===== config.mk =====
export PLATFORM = sky130hd
export DESIGN_NAME = fnd_ndigit_scan_ctrl
export DESIGN_NICKNAME = d
export VERILOG_FILES = /design/src/rtl/fnd_ndigit_scan_ctrl_pkg.sv /design/src/rtl/fnd_seg_decode.sv /design/src/rtl/fnd_ndigit_scan_ctrl.sv
export SDC_FILE = /design/constraint.sdc
export NUM_CORES = 1
export LEC_CHECK = 0
export BUFFER_PORTS_ARGS = -buffer_cell sky130_fd_sc_hd__clkbuf_2
export CAP_MARGIN = 5
export CORE_ASPECT_RATIO = 0.9
export CORE_MARGIN = 3
export CORE_UTILIZATION = 30
export DETAILED_ROUTE_END_ITERATION = 10
export PLACE_DENSITY_LB_ADDON = 0.05
export SETUP_SLACK_MARGIN = 0.05
export SLEW_MARGIN = 20
export SYNTH_ARGS = -nofsm -noshare
export SYNTH_HDL_FRONTEND = slang
export SYNTH_SLANG_ARGS = --single-unit

===== constraint.sdc =====
create_clock -name clk -period 3.7 [get_ports clk]
set_input_delay 0.185 -clock clk [delete_from_list [all_inputs] [get_ports clk]]
set_output_delay 0.185 -clock clk [all_outputs]
set_load 0.05 [all_outputs]

===== src/rtl/fnd_ndigit_scan_ctrl_pkg.sv =====
`default_nettype none
// ============================================================================
//  Module   : fnd_ndigit_scan_ctrl_pkg
//  Purpose  : Shared FND constants and the hex-to-segment lookup used by all
//             FND blocks. Segment order is {g,f,e,d,c,b,a}, active-low.
//  Revision : 1.0  initial release
// ============================================================================
package fnd_ndigit_scan_ctrl_pkg;

    // Whole digit dark, including the decimal point.
    localparam logic [7:0] c_seg_blank = 8'hFF;
    // g..a dark; used for leading-zero blanked digits whose DP may still light.
    localparam logic [6:0] c_seg_off   = 7'h7F;

    // Standard common-anode patterns for 0-9, A, b, C, d, E, F.
    function automatic logic [6:0] seg_lut(input logic [3:0] hex);
        logic [6:0] pat;
        case (hex)
            4'h0: pat = 7'h40;
            4'h1: pat = 7'h79;
            4'h2: pat = 7'h24;
            4'h3: pat = 7'h30;
            4'h4: pat = 7'h19;
            4'h5: pat = 7'h12;
            4'h6: pat = 7'h02;
            4'h7: pat = 7'h78;
            4'h8: pat = 7'h00;
            4'h9: pat = 7'h10;
            4'hA: pat = 7'h08;
            4'hB: pat = 7'h03;
            4'hC: pat = 7'h46;
            4'hD: pat = 7'h21;
            4'hE: pat = 7'h06;
            default: pat = 7'h0E;
        endcase
        return pat;
    endfunction

endpackage
`default_nettype wire


===== src/rtl/fnd_seg_decode.sv =====
`default_nettype none
// ============================================================================
//  Module   : fnd_seg_decode
//  Purpose  : Combinational hex nibble to active-low 7-segment + DP decoder.
//  Ports    : i_hex   - nibble to display
//             i_blank - force g..a dark (DP still follows i_dp_on)
//             i_dp_on - light the decimal point
//             o_seg   - {dp,g,f,e,d,c,b,a}, active-low
//  Revision : 1.0  initial release
// ============================================================================
module fnd_seg_decode
    import fnd_ndigit_scan_ctrl_pkg::*;
(
    input  logic [3:0] i_hex,
    input  logic       i_blank,
    input  logic       i_dp_on,
    output logic [7:0] o_seg
);

    logic [6:0] w_pat;

    assign w_pat = seg_lut(i_hex);
    assign o_seg = {~i_dp_on, (i_blank ? c_seg_off : w_pat)};

endmodule
`default_nettype wire


===== src/rtl/fnd_ndigit_scan_ctrl.sv =====
`default_nettype none
// ============================================================================
//  Module   : fnd_ndigit_scan_ctrl
//  Purpose  : N-digit multiplexed common-anode FND scan controller with
//             tear-free frame latching, leading-zero blanking, per-digit DP
//             and blink, PWM brightness and an anti-ghost guard window.
//  Ports    : clk, reset_p (sync, active-high)
//             value/dp_en/blink_mask/blank_lz - latched once per frame
//             brightness - sampled live every cycle
//             com (active-low digit select), seg_7 (active-low {dp,g..a}),
//             frame_start (pulse when the digit-0 slot begins)
//  Revision : 1.0  initial release
// ============================================================================
module fnd_ndigit_scan_ctrl
    import fnd_ndigit_scan_ctrl_pkg::*;
#(
    parameter int DIGITS    = 4,
    parameter int SCAN_DIV  = 100000,
    parameter int GUARD     = 16,
    parameter int BR_W      = 3,
    parameter int BLINK_DIV = 250
) (
    input  logic                clk,
    input  logic                reset_p,
    input  logic [4*DIGITS-1:0] value,
    input  logic [DIGITS-1:0]   dp_en,
    input  logic [DIGITS-1:0]   blink_mask,
    input  logic                blank_lz,
    input  logic [BR_W-1:0]     brightness,
    output logic [DIGITS-1:0]   com,
    output logic [7:0]          seg_7,
    output logic                frame_start
);

    localparam int SLOT_W = $clog2(SCAN_DIV);
    localparam int IDX_W  = (DIGITS > 1) ? $clog2(DIGITS) : 1;
    localparam int BLK_W  = $clog2(BLINK_DIV + 1);

    localparam logic [SLOT_W-1:0] c_slot_last  = SLOT_W'(SCAN_DIV - 1);
    localparam logic [SLOT_W-1:0] c_guard      = SLOT_W'(GUARD);
    localparam logic [IDX_W-1:0]  c_idx_last   = IDX_W'(DIGITS - 1);
    localparam logic [BLK_W-1:0]  c_blink_last = BLK_W'(BLINK_DIV - 1);

    logic [SLOT_W-1:0]   r_slot_cnt;
    logic [IDX_W-1:0]    r_idx;
    logic                r_first;       // first cycle after reset: load shadow
    logic [4*DIGITS-1:0] r_value_sh;
    logic [DIGITS-1:0]   r_dp_sh;
    logic [DIGITS-1:0]   r_blink_sh;
    logic                r_lz_sh;
    logic [BLK_W-1:0]    r_blink_cnt;
    logic                r_blink_on;
    logic [BR_W-1:0]     r_pwm_cnt;
    logic [DIGITS-1:0]   r_com;
    logic [7:0]          r_seg;
    logic                r_frame_start;

    logic              w_slot_wrap;
    logic              w_frame_wrap;
    logic              w_load;
    logic              w_pwm_on;
    logic              w_drive;
    logic [DIGITS-1:0] w_com_sel;
    logic [3:0]        w_nib;
    logic              w_dp;
    logic              w_bm;
    logic              w_lz;
    logic              w_zero_run;
    logic [7:0]        w_dec_seg;
    logic [7:0]        w_seg;

    assign w_slot_wrap  = (r_slot_cnt == c_slot_last);
    assign w_frame_wrap = w_slot_wrap && (r_idx == c_idx_last);
    assign w_load       = r_first || w_frame_wrap;

    assign w_pwm_on  = (brightness == '1) || (r_pwm_cnt < brightness);
    assign w_drive   = (r_slot_cnt >= c_guard) && w_pwm_on;
    assign w_com_sel = ~(DIGITS'(1) << r_idx);

    // Select the current digit's shadow fields. The zero run walks from the
    // leftmost digit, so a digit is blankable only while every digit to its
    // left is also zero; the rightmost digit always shows.
    always_comb begin
        w_nib      = 4'h0;
        w_dp       = 1'b0;
        w_bm       = 1'b0;
        w_lz       = 1'b0;
        w_zero_run = r_lz_sh;
        for (int i = 0; i < DIGITS; i++) begin
            w_zero_run = w_zero_run && (r_value_sh[4*(DIGITS-1-i) +: 4] == 4'h0);
            if (IDX_W'(i) == r_idx) begin
                w_nib = r_value_sh[4*(DIGITS-1-i) +: 4];
                w_dp  = r_dp_sh[i];
                w_bm  = r_blink_sh[i];
                w_lz  = w_zero_run && (i != DIGITS - 1);
            end
        end
    end

    fnd_seg_decode u_dec (
        .i_hex   (w_nib),
        .i_blank (w_lz),
        .i_dp_on (w_dp),
        .o_seg   (w_dec_seg)
    );

    // Blink off-phase darkens the whole digit, DP included.
    assign w_seg = (!r_blink_on && w_bm) ? c_seg_blank : w_dec_seg;

    always_ff @(posedge clk) begin
        if (reset_p) begin
            r_slot_cnt    <= '0;
            r_idx         <= '0;
            r_first       <= 1'b1;
            r_value_sh    <= '0;
            r_dp_sh       <= '0;
            r_blink_sh    <= '0;
            r_lz_sh       <= 1'b0;
            r_blink_cnt   <= '0;
            r_blink_on    <= 1'b1;
            r_pwm_cnt     <= '0;
            r_com         <= '1;
            r_seg         <= c_seg_blank;
            r_frame_start <= 1'b0;
        end else begin
            r_first   <= 1'b0;
            r_pwm_cnt <= r_pwm_cnt + 1'b1;

            // The post-reset load cycle holds the prescaler so that frame 0
            // starts from slot 0 with valid shadow data, like every later frame.
            if (!r_first) begin
                if (w_slot_wrap) begin
                    r_slot_cnt <= '0;
                    r_idx      <= (r_idx == c_idx_last) ? '0 : r_idx + 1'b1;
                end else begin
                    r_slot_cnt <= r_slot_cnt + 1'b1;
                end
            end

            if (w_load) begin
                r_value_sh <= value;
                r_dp_sh    <= dp_en;
                r_blink_sh <= blink_mask;
                r_lz_sh    <= blank_lz;
            end

            if (w_frame_wrap) begin
                if (r_blink_cnt == c_blink_last) begin
                    r_blink_cnt <= '0;
                    r_blink_on  <= ~r_blink_on;
                end else begin
                    r_blink_cnt <= r_blink_cnt + 1'b1;
                end
            end

            r_frame_start <= w_load;
            if (r_first) begin
                r_com <= '1;
                r_seg <= c_seg_blank;
            end else begin
                r_com <= w_drive ? w_com_sel : '1;
                r_seg <= w_seg;
            end
        end
    end

    assign com         = r_com;
    assign seg_7       = r_seg;
    assign frame_start = r_frame_start;

endmodule
`default_nettype wire


==> results summary, run 1 <==
The most used flip-flop cell after synthesis is sky130_fd_sc_hd__dfxtp_1. The cell-internal power came out at 0.00143 W. The final total negative setup slack is 0 ns. The worst setup path is of the register to register kind. The pin slew with the least headroom to its limit came out at 0.654 ns.

The mean routed wirelength per cell is 14.0 um. Including well taps, the total number of placed cells is 548. The total of buffers placed on input and output ports is 42. The number of buffers inserted to repair setup after CTS came out at 0. The worst pin sits at a relative slew slack of 56.4%.

After detailed routing, the number of vias per cell comes to 4.64. The highest cell delay on the worst timing path came out at 0.61 ns. The yosys synthesis warning count came out at 0. The final cell count without fillers came out at 563.

The clock tree skew after final layout came out at 0.00403 ns. Across the VDD grid, the largest voltage drop is 0.188 mV. The power share of the combinational group is 8.2%. In the finished design, the share of the clock period the worst path needs comes to 73.5%. The number of max-capacitance violations reported is 0.

The number of nets with antenna violations after detailed routing is 0. The clock slew at the register clock pins of the worst setup and hold paths is 0.05 ns. For this design, the slowest cell found on the critical path is sky130_fd_sc_hd__ha_1. The aggregate global-route resource usage is 13.2%. After detailed routing, the number of remaining DRC violations is 0.

Summing every instance area after synthesis gives 3440 sq um. The run finished with clean final reports. In this design, the critical path's most frequently occurring cell is sky130_fd_sc_hd__ha_1. Clock tree synthesis inserted a total of 9 buffers. The clock tree from TritonCTS is built. The number of gates given a new drive strength after cts is 0. The detailed router finished its first iteration with 132 violations. Power spread over the standard cell area amounts to 459 nW/um^2. The via count is 2,615. The number of synthesized flops with an enable pin is 0. The initial antenna violation count came out at 0. The share of synthesized flip-flops with an asynchronous set or reset came out at 0%.

The critical path goes through ha_1 -> a211oi_1 -> a221oi_1 -> buf_4 -> inv_1 -> ha_1 -> or3_1 -> o221ai_1 -> nand2_1. The wire length of the first global-routing pass is 13,300 um. The routability congestion estimate from global placement came out at 0.755. The portion of the post-synthesis area used by sequential elements came out at 40.8%. The share of post-route cells with drive strength above 1 came out at 17.8%. At the worst endpoint, the required time is 3.90 ns. The number of instances in the synthesized netlist came out at 371. STA classifies the critical path endpoint as a register. The peak fanout along the critical path came out at 19. The total chip power came out at 0.00185 W. The count of unique library cells instantiated by Yosys came out at 57.

After synthesis the netlist holds a flip-flop and latch count of 70. The clock sink total came out at 70. The leakage power figure is 1.58 nW.

Of the total power, the share spent switching nets is 22.6%. The final count of pins violating max slew came out at 0. The initial utilization of the core area, before any placement, comes to 31.3%. The final net count is 454. The routed wire length came out at 7900 um. For the finished layout, the period the worst path requires is 2.72 ns. The number of global-route vias before repair was 2,570. The clock network power share is 48.2%. In this run the clock root is driven by a sky130_fd_sc_hd__clkbuf_16.

The clock latency on the worst-skew pair came out at 0.32 ns. The standard cell core area came out at 11,000 sq um. The quantity of hold-fixing buffers added after cts is 0. The length of the first detailed-routing pass in iterations came out at 4. The part of the power in registers came out at 43.6%. The count of endpoints failing hold in the final timing report came out at 0.

The I/O pin count came out at 43. The number of nets produced by synthesis is 418. The pin count of the biggest net entering global routing came out at 44. For this run, the top clock speed supported by timing is 0.368 GHz. The type of origin of the critical path is a register. The relative area change from synthesis to final layout came out at 16.9%. 0 antenna diodes ended up in the layout.

Among cell families on the critical path, the largest total delay comes from adder cells. The switching power came out at 0.000418 W. The minimum setup slack in the final design is 0.981 ns. The remaining global-route overflow came out at 0. The clock tree synthesis step divided the H-tree into 3 levels. From bottom edge to top edge, the die measures 108 um.

The die covers 12,800 sq um. The total setup violations reported at the end of the flow is 0. In this run the worst hold path is classified as primary input to register. In this run the mean area of a mapped cell was 9.27 sq um. In this run the horizontal extent of the chip is 119 um. The initialized floorplan defines 36 standard-cell rows. The HPWL reported at the end of detailed placement is 5610 um. The setup slack at placement came out at 0.988 ns.

Once layout is complete, the utilization of the core stands at 36.6%. The data arrival time of the worst path is 2.92 ns. Setup repair after global routing left no endpoint under its margin. The clock passes through at most 2 buffers. The number of buffers and inverters on the critical path came out at 2.
cell families after synthesis:
family / count (synthesis) / synth area share (%)
AND/OR/NAND/NOR: 151 / 22.2
buffers and inverters: 36 / 6.00
adder cells (fa/ha/maj): 17 / 6.19
XOR/XNOR: 19 / 4.84
AO/OA/AOI/OAI: 46 / 10.6
flip-flops: 70 / 40.8
multiplexers: 32 / 9.35
cell usage in the layout, fill, tap and decap left out, drive strengths merged, types with 2 or more instances in the layout:
master  synthesis  layout
xnor2          13      13
nand4           6       6
ha             17      17
bufinv          0       2
nor2b           6       6
dfxtp          70      70
a311oi          6       6
nor4            6       6
nor3b           3       3
o21ai           4       4
nand2          24      24
a21o            2       2
clkinv          0       3
nand2b          3       3
xor2            6       6
a211oi          4       4
mux2i          31      31
nand3b          4       4
a31oi           2       2
buf            11       3
o311ai          3       3
inv            16      16
nor2           61      61
clkbuf          9      52
nor3            8       8
a311o           2       2
a21oi          11      11
or3             5       5
nand3          16      16
o221ai          3       3
metrics by stage:
stage | hold WS, ns | cell area (sq um)
after floorplan | 0.213 | 3440
after global placement | 0.420 | 3710
after detailed placement | 0.425 | 3710
after CTS | 0.0846 | 4020
after global routing | 0.0965 | 4020
final | 0.0972 | 4020
sequential cells by signal (all words and copies together) (netlist names):
signal / count
r_slot_cnt: 17
r_value_sh: 16
r_blink_cnt: 8
seg_7: 8
com: 4
r_blink_sh: 4
r_dp_sh: 4
r_pwm_cnt: 3
r_idx: 2
frame_start: 1
r_blink_on: 1
r_first: 1
r_lz_sh: 1
power by group through the flow:
stage               Clock [W]  Sequential [W]  Combinational (W)
detailed placement          0        0.000821           0.000153
floorplan                   0        0.000834          0.0000968
global placement            0        0.000822           0.000153
CTS                  0.000925        0.000805           0.000154
finish               0.000889        0.000805           0.000152
global route         0.000961        0.000809           0.000169
worst min-delay path, delay by kind of cell:
kind | cells | cell delay (ns)
buf+inv | 1 | 0.07
simple gates | 1 | 0.07
mux | 1 | 0.05
synth_stat cells, types with 6 or more instances:
master                     instances  area [sq um]
sky130_fd_sc_hd__a21oi_1          11          55.1
sky130_fd_sc_hd__clkbuf_1          8          30.0
sky130_fd_sc_hd__dfxtp_1          70          1400
sky130_fd_sc_hd__ha_1             17           213
sky130_fd_sc_hd__inv_1            16          60.1
sky130_fd_sc_hd__mux2i_1          31           310
sky130_fd_sc_hd__nand2_1          24          90.1
sky130_fd_sc_hd__nand3_1          14          70.1
sky130_fd_sc_hd__nand4_1           6          37.5
sky130_fd_sc_hd__nor2_1           60           225
sky130_fd_sc_hd__nor2b_1           6          37.5
sky130_fd_sc_hd__nor3_1            7          35.0
sky130_fd_sc_hd__xnor2_1          13           114
sky130_fd_sc_hd__xor2_1            6          52.6
worst paths after layout:
kind                 from           end  slack, ns  cells past startpoint
min reg2reg  r_pwm_cnt[0]  r_pwm_cnt[0]       0.45                      1
min              dp_en[1]    r_dp_sh[1]        0.1                      3
max reg2reg      r_idx[0]      seg_7[0]       0.98                      9
max              r_idx[0]      seg_7[0]       0.98                      9
per-layer routing:
| layer | track usage (%) | vias to the layer above | routed length (um) |
|---|---|---|---|
| met3 | 3.73 | 9 | 308 |
| met2 | 18.0 | 42 | 3090 |
| met5 | 0 | - | 0 |
| li1 | - | 1365 | - |
| met4 | 4.22 | 0 | 85 |
| met1 | 19.6 | 1199 | 4410 |
layout make-up:
| cell class | instances | area, sq um |
|---|---|---|
| Clock inverter | 5 | 75.1 |
| Clock buffer | 10 | 229 |
| Tap cell | 152 | 190 |
| Sequential cell | 70 | 1400 |
| Fill cell | 1149 | 6970 |
| Timing Repair Buffer | 45 | 233 |
| Inverter | 16 | 60.1 |
| Multi-Input combinational cell | 265 | 1830 |
Power figures use the tool's default switching activity.
==> run 2: changes to the inputs <==
==> constraint.sdc (replaced) <==
create_clock -name clk -period 2.3 [get_ports clk]
set_input_delay 0.115 -clock clk [delete_from_list [all_inputs] [get_ports clk]]
set_output_delay 0.115 -clock clk [all_outputs]
set_load 0.05 [all_outputs]
==> run 2 against run 1 <==
  * Non-clock buffer count grew 23
  * Register-to-register slack lost 0.85 ns
  * Sequential power grew 60%
  * Die area is the same
  * Design area grew 6.8%
==> results summary, run 2 (synthesis results as in run 1) <==
The remaining global-route overflow came out at 0. The number of buffers added by the clock tree synthesis step came out at 9. The routed design has 8030 um of wire.

The total of buffers placed on input and output ports is 42. The length of the first detailed-routing pass in iterations is 4. The initial antenna violation count came out at 0. The switching fraction of total power came out at 23.2%. The mean routed wirelength per cell is 13.7 um. The repair_antennas step left the layout with diodes totalling 0. The cell area after layout came out at 4290 sq um. STA classifies the critical path endpoint as a register. The worst setup path is launched from a register.

Setup repair after global routing could not meet its margin everywhere. The kind of critical path is register to register. The power density over cell area is 714 nW/um^2.

At the end of the flow, the number of nets in the layout was 477. The share of the clock period used by the worst path is 94.2%. The via count came out at 2,696. The data arrival time of the worst path is 2.37 ns. The switching power is 0.000711 W. The largest registers in the layout are r_slot_cnt: 17 flops, r_value_sh: 16 flops.

After filler insertion, the fill cell instance count of the layout stands at 1,169. The peak fanout along the critical path is 11. The number of core rows is 36. The standard cell core area came out at 11,000 sq um. The minimum clock period is 2.17 ns.

The number of max-capacitance violations reported is 0. The register with the most flip-flops in the layout has 17 of them. The number of global-route vias before repair is 2,667.

At the end of routability-driven placement, the weighted congestion stood at 0.720. The top cell types in the final layout, fill and taps aside, are 68 x sky130_fd_sc_hd__dfxtp_1, 60 x sky130_fd_sc_hd__nor2_1, 42 x sky130_fd_sc_hd__clkbuf_2. After detailed placement, the total cell area comes to 3910 sq um. The share of post-route cells with drive strength above 1 came out at 25.7%. The die width is 119 um. Based on the critical path, the design can be clocked at up to 0.461 GHz. For this run, the total global-route usage over all layers was measured as 13.5%. The die boundary height is 108 um.

The run finished with clean final reports. The largest voltage drop on the vdd net came out at 0.300 mV. In this run the remaining antenna-violating nets after routing total 0. The pin count of the biggest net entering global routing came out at 27. The die outline area is 12,800 sq um.

The clock latency on the worst-skew pair came out at 0.33 ns. For this run, design rule violations remaining after detail routing come to 0. TritonCTS built the clock tree. The part of the power in registers came out at 42.1%. The leakage power figure is 1.70 nW. The I/O pin count came out at 43. The relative area change from synthesis to final layout came out at 24.9%.

CTS built an H-tree with a depth of 3. The clock sink total is 70. For this configuration, the core starts out at a cell density of 31.3%.

The leading cell type in the layout, fill and taps excluded is sky130_fd_sc_hd__dfxtp_1. The cell-internal power is 0.00235 W. The worst hold-check path type is primary input to register. r_slot_cnt holds more flip-flops than any other register. The clock tree skew after final layout came out at 0.00848 ns. The wire length of the first global-routing pass came out at 13,700 um.

The root buffer cell chosen for the clock tree is sky130_fd_sc_hd__clkbuf_16. The pin slew with the least headroom to its limit is 0.523 ns. The HPWL reported at the end of detailed placement came out at 5880 um. The final count of pins violating max slew is 0.

The total setup violations reported at the end of the flow is 0. Of the total power, the clock network draws 49.2%. The count of endpoints failing hold in the final timing report was 0. The worst hold margin came out at 0.0217 ns. STA puts the critical path data required time at 2.50 ns. The clock slew at the register clock pins of the worst setup and hold paths came out at 0.06 ns.

The post-detailed-route via-to-cell ratio came out at 4.59. The DRC violation total after the first TritonRoute iteration is 97. The power share of the combinational group came out at 8.7%. In this run the tightest slew margin relative to its limit is 64.7%.

The number of buffers on the longest clock path came out at 2.
run 2: stage by stage:
step | worst slack (ns) | std cells | util, % | total power [W] | TNS (ns)
6_report | 0.132 | 587 | 39.1 | 0.00307 | 0
5_1_grt | -0.0300 | 587 | 39.1 | 0.00321 | -0.0475
3_3_place_gp | -0.00900 | 571 | 35.5 | 0.00158 | -0.00900
2_1_floorplan | 0.0629 | 371 | - | 0.00150 | 0
4_1_cts | 0.0497 | 587 | 38.6 | 0.00313 | 0
3_5_place_dp | -0.0901 | 571 | 35.5 | 0.00158 | -0.291
run 2: per-layer routing:
metal / track usage [%] / vias to the layer above / wire (um)
met5: 0 / - / 0
met4: 4.71 / 0 / 121
met3: 3.63 / 11 / 342
met2: 18.9 / 57 / 3230
met1: 19.6 / 1218 / 4340
li1: - / 1410 / -
run 2: worst paths after layout:
check          startpoint  slack, ns  cells past startpoint             end
max              r_idx[0]       0.13                      9        seg_7[4]
min             value[13]       0.02                      3  r_value_sh[13]
max reg2reg      r_idx[0]       0.13                      9        seg_7[4]
min reg2reg  r_pwm_cnt[0]       0.45                      1    r_pwm_cnt[0]
run 2: power by group through the flow:
stage	Sequential (W)	Clock (W)	Combinational (W)
2_1_floorplan	0.00134	0	0.000156
3_3_place_gp	0.00132	0	0.000264
3_5_place_dp	0.00132	0	0.000265
4_1_cts	0.00129	0.00157	0.000267
5_1_grt	0.00130	0.00161	0.000301
6_report	0.00129	0.00151	0.000268
run 2: critical path, stage by stage, from the launching register on:
cell and delay [ns]:
sky130_fd_sc_hd__dfxtp_4 0.36, sky130_fd_sc_hd__inv_1 0.06, sky130_fd_sc_hd__ha_2 0.25, sky130_fd_sc_hd__a211oi_1 0.40
sky130_fd_sc_hd__a221oi_4 0.13, sky130_fd_sc_hd__buf_4 0.18, sky130_fd_sc_hd__ha_2 0.20, sky130_fd_sc_hd__mux2_2 0.26
sky130_fd_sc_hd__nand2_1 0.09, sky130_fd_sc_hd__o311ai_2 0.11
run 2: area by class of cell:
type | instances | area, sq um | share of cell area, %
multi-input combinational | 265 | 1890 | 44.0
timing repair buffer | 68 | 422 | 9.82
clock inverter | 5 | 82.6 | 1.92
clock buffer | 11 | 243 | 5.65
sequential | 70 | 1410 | 32.8
tap | 152 | 190 | 4.43
inverter | 16 | 60.1 | 1.40
run 2: what timing repair did:
action | in CTS | in global routing
buffers inserted | 0 | 0
pin swaps | 0 | 2
hold buffers | 0 | 0
gates resized for setup | 4 | 14
setup endpoints to repair | 7 | 42
hold endpoints to repair | 0 | 0
cloned | 0 | 0
==> run 3: changes to the inputs <==
--- a/config.mk
+++ b/config.mk
@@ -16,4 +16,5 @@
 export SLEW_MARGIN = 20
 export SYNTH_ARGS = -nofsm -noshare
 export SYNTH_HDL_FRONTEND = slang
+export SYNTH_HIERARCHICAL = 1
 export SYNTH_SLANG_ARGS = --single-unit
==> run 3 against run 2 <==
  * The flow now finishes with violations (negative setup slack)
  * Design area increased by 9.2%
  * Synthesized cell count increased by 13%
  * Sequential share of layout area decreased by 2.8 points
  * Clock skew decreased by 0.0033 ns
  * First-iteration DRC count increased by 70%
  * Area after synthesis increased by 7.1%
  * Count of clock-buffer cells in the layout increased by 1
  * Via count increased by 18%
  * Hold slack got worse by 0.0062 ns
  * Combinational power increased by 25%
  * Largest power group is now sequential cells
==> results summary, run 3 <==
The share of the clock period used by the worst path came out at 102%. For this design the ratio of total power to cell area is 625 nW/um^2. The share of synthesized flip-flops with an asynchronous set or reset is 0%. sky130_fd_sc_hd__nand2_1 is the most common cell in the netlist. The initial antenna violation count is 0. The final layout contains 541 nets.

The clock latency on the worst-skew pair is 0.32 ns. The floorplan step defined a die boundary enclosing 13,600 sq um. The total of buffers placed on input and output ports came out at 42. The most frequently used flop master after synthesis is sky130_fd_sc_hd__dfxtp_1. Leaving out fill and tap cells, the most frequent cell in the layout is sky130_fd_sc_hd__nand2_1.

The minimum clock period is 2.34 ns. For the worst flop-to-flop path, the logic depth is 11. Across all setup checks in the final design, the least slack found is -0.0409 ns. The initialized floorplan defines 37 standard-cell rows.

The die boundary height is 111 um. The effective utilization at floorplan came out at 31.4%. The share of post-route cells with drive strength above 1 came out at 26.6%.

The average footprint of a synthesized cell came out at 8.75 sq um. In the final layout, the multi-input gates occupy 2180 sq um. The post-detailed-route via-to-cell ratio came out at 4.87. Setup violations remaining at the end of the flow were counted as 3. The final count of pins violating max slew came out at 0.

Detailed placement finished with a half-perimeter wire length of 6800 um. The number of synthesized register bits came out at 70. The number of synthesized flops with an enable pin came out at 0. The critical path ends at seg_7[1]. Dividing the detail-routed wire length by the instance count gives 14.3 um. The kind of critical path is register to register. The count of endpoints failing hold in the final timing report came out at 0. Buffers inserted during clock tree synthesis total 9. The count of unique library cells instantiated by Yosys came out at 53. The remaining design rule violation count is 0. The register area is 1410 sq um. The length of the first detailed-routing pass in iterations came out at 5.

The library cells used most frequently in the layout, excluding fill and tap cells, are 77 x sky130_fd_sc_hd__nand2_1, 68 x sky130_fd_sc_hd__dfxtp_1, 42 x sky130_fd_sc_hd__clkbuf_2. The antenna diode instance count came out at 0. The number of instances in the synthesized netlist came out at 421. Across the VDD grid, the largest voltage drop is 0.313 mV. The checks that failed: negative setup slack. Across every metal layer, demand over resource in global routing totals 14.4%. The H-tree generated during clock tree synthesis spans 3 levels. The number of nets with antenna violations after detailed routing is 0. Of the synthesized area, sequential elements account for 38.0%. The critical register-to-register path startpoint is r_idx[1]. The CTS root buffer is sky130_fd_sc_hd__clkbuf_16.

The flow ran to the end, but the final reports show violations. 43 I/O pins were placed. The remaining global-route overflow came out at 0. The worst relative slew slack is 68.1%. Setup repair after global routing could not meet its margin everywhere. Summed over all cells, the static leakage comes to 1.93 nW. The number of buffers on the longest clock path came out at 2. For this run, the number of Yosys warnings is 6. For the final database, setup skew stands at 0.00520 ns.

The routed wire length is 9300 um. The largest registers in the layout are r_slot_cnt: 17 flops, r_value_sh: 16 flops. The number of fill cells in the layout came out at 1,217. The number of global-route vias before repair is 3,192. The number of nets produced by synthesis came out at 469. The path class of the tightest hold or removal check is primary input to register.

Max-cap violations in this run came to 0. The number of flip-flops under the largest register name is 17. The most critical setup path has its startpoint at r_idx[1]. The wire length of the first global-routing pass came out at 15,700 um. The DRC violation total after the first TritonRoute iteration came out at 165. The critical path capture point type is a register.

The worst setup path is launched from a register. The pin count of the biggest net entering global routing came out at 51. The cell area that synthesis handed to floorplanning was 3680 sq um.

The total chip power is 0.00293 W. The worst path required time came out at 2.50 ns. The endpoint of the worst register-to-register path is seg_7[1]. The routability congestion estimate from global placement came out at 0.796. For flop-to-flop paths, the worst setup slack is -0.04 ns.

For this block, the via count after detailed routing is 3,176. The peak fanout along the critical path came out at 7. Measured along the x axis, the die boundary spans 123 um. At the pin with the least slew margin, the transition time is 0.474 ns. The relative area change from synthesis to final layout is 27.2%. The synthesized design spends more area on one cell type than any other, namely sky130_fd_sc_hd__dfxtp_1. The clock slew at the register clock pins of the worst setup and hold paths is 0.05 ns. Clock tree synthesis found a total of 70 sinks. The register with the most flip-flops in the final layout is r_slot_cnt. The data arrival time of the worst path is 2.55 ns.

The clock tree from TritonCTS is built. The standard cell core area is 11,700 sq um. Counting instances in the post-synthesis netlist gives the leading cell types as 77 x sky130_fd_sc_hd__nand2_1, 70 x sky130_fd_sc_hd__dfxtp_1, 30 x sky130_fd_sc_hd__mux2i_1.

Sorting the synthesized cells by area gives the leading types as sky130_fd_sc_hd__dfxtp_1 38%, sky130_fd_sc_hd__mux2i_1 8.2%, sky130_fd_sc_hd__nand2_1 7.8%. The number of hold buffers added after CTS was 0. Static timing analysis puts the maximum clock frequency at 0.427 GHz. The worst hold margin is 0.0155 ns.

In this run the biggest area consumer among cell types represents 38.0% of the synthesized area.
-- run 3: power breakdown --
| group | switching (W) | internal, W |
|---|---|---|
| sequential | 0.0000337 | 0.00126 |
| combinational | 0.000180 | 0.000156 |
| clock | 0.000470 | 0.000826 |
-- run 3: critical path: stages, from the launching register on --
cell and delay [ns]:
sky130_fd_sc_hd__dfxtp_2 0.33, sky130_fd_sc_hd__inv_2 0.06, sky130_fd_sc_hd__ha_4 0.18, sky130_fd_sc_hd__nand3b_1 0.16, sky130_fd_sc_hd__a21oi_2 0.13, sky130_fd_sc_hd__a21oi_2 0.05
sky130_fd_sc_hd__o21ai_2 0.17, sky130_fd_sc_hd__inv_2 0.10, sky130_fd_sc_hd__ha_4 0.25, sky130_fd_sc_hd__or2_4 0.25, sky130_fd_sc_hd__a311o_1 0.25, sky130_fd_sc_hd__or3_1 0.30
-- run 3: worst min path at each step --
stage	from	end	depth (start not counted)
finish	blink_mask[1]	r_blink_sh[1]	3
global route	blank_lz	r_lz_sh	3
CTS	blank_lz	r_lz_sh	3
detailed placement	value[0]	r_value_sh[0]	3
global placement	blank_lz	r_lz_sh	3
floorplan	reset_p	r_first	0
-- run 3: layout make-up --
class,count,share of cell area (%)
inverter,15,1.25
multi-input combinational,312,46.5
clock inverter,2,0.747
timing repair buffer,85,12.3
clock buffer,12,5.05
tap,156,4.16
sequential,70,30.0
-- run 3: kinds of logic (layout without fill, tap and decap cells) --
group / Yosys count / after routing / synth area share [%]
AO/OA/AOI/OAI: 63 / 63 / 12.0
flip-flops: 70 / 70 / 38.0
adder cells (fa/ha/maj): 18 / 18 / 6.11
buffers and inverters: 39 / 114 / 5.91
XOR/XNOR: 14 / 14 / 3.33
AND/OR/NAND/NOR: 185 / 185 / 25.9
multiplexers: 32 / 32 / 8.76
-- run 3: metal layers --
metal	GRT usage, %	vias to the layer above	wire [um]
met4	3.51	0	100
li1	-	1639	-
met5	0	-	0
met2	24.2	38	4620
met1	18.2	1488	4250
met3	3.62	11	334
-- run 3: timing repair --
| item | CTS | global route |
|---|---|---|
| setup endpoints to repair | 7 | 7 |
| gates cloned | 0 | 0 |
| buffers inserted | 5 | 3 |
| pin swaps | 12 | 7 |
| resized for setup | 14 | 5 |
-- run 3: through the flow --
| step | cells | util, % | cell area, sq um | setup slack, ns | setup TNS [ns] |
|---|---|---|---|---|---|
| after floorplan | 421 | - | 3760 | -0.256 | -0.833 |
| after global placement | 630 | 36.6 | 4290 | -0.171 | -0.792 |
| after detailed placement | 630 | 36.6 | 4290 | -0.196 | -1.16 |
| after CTS | 649 | 39.7 | 4650 | -0.0854 | -0.149 |
| after global routing | 652 | 40.0 | 4690 | -0.177 | -0.759 |
| final | 652 | 40.0 | 4690 | -0.0409 | -0.105 |
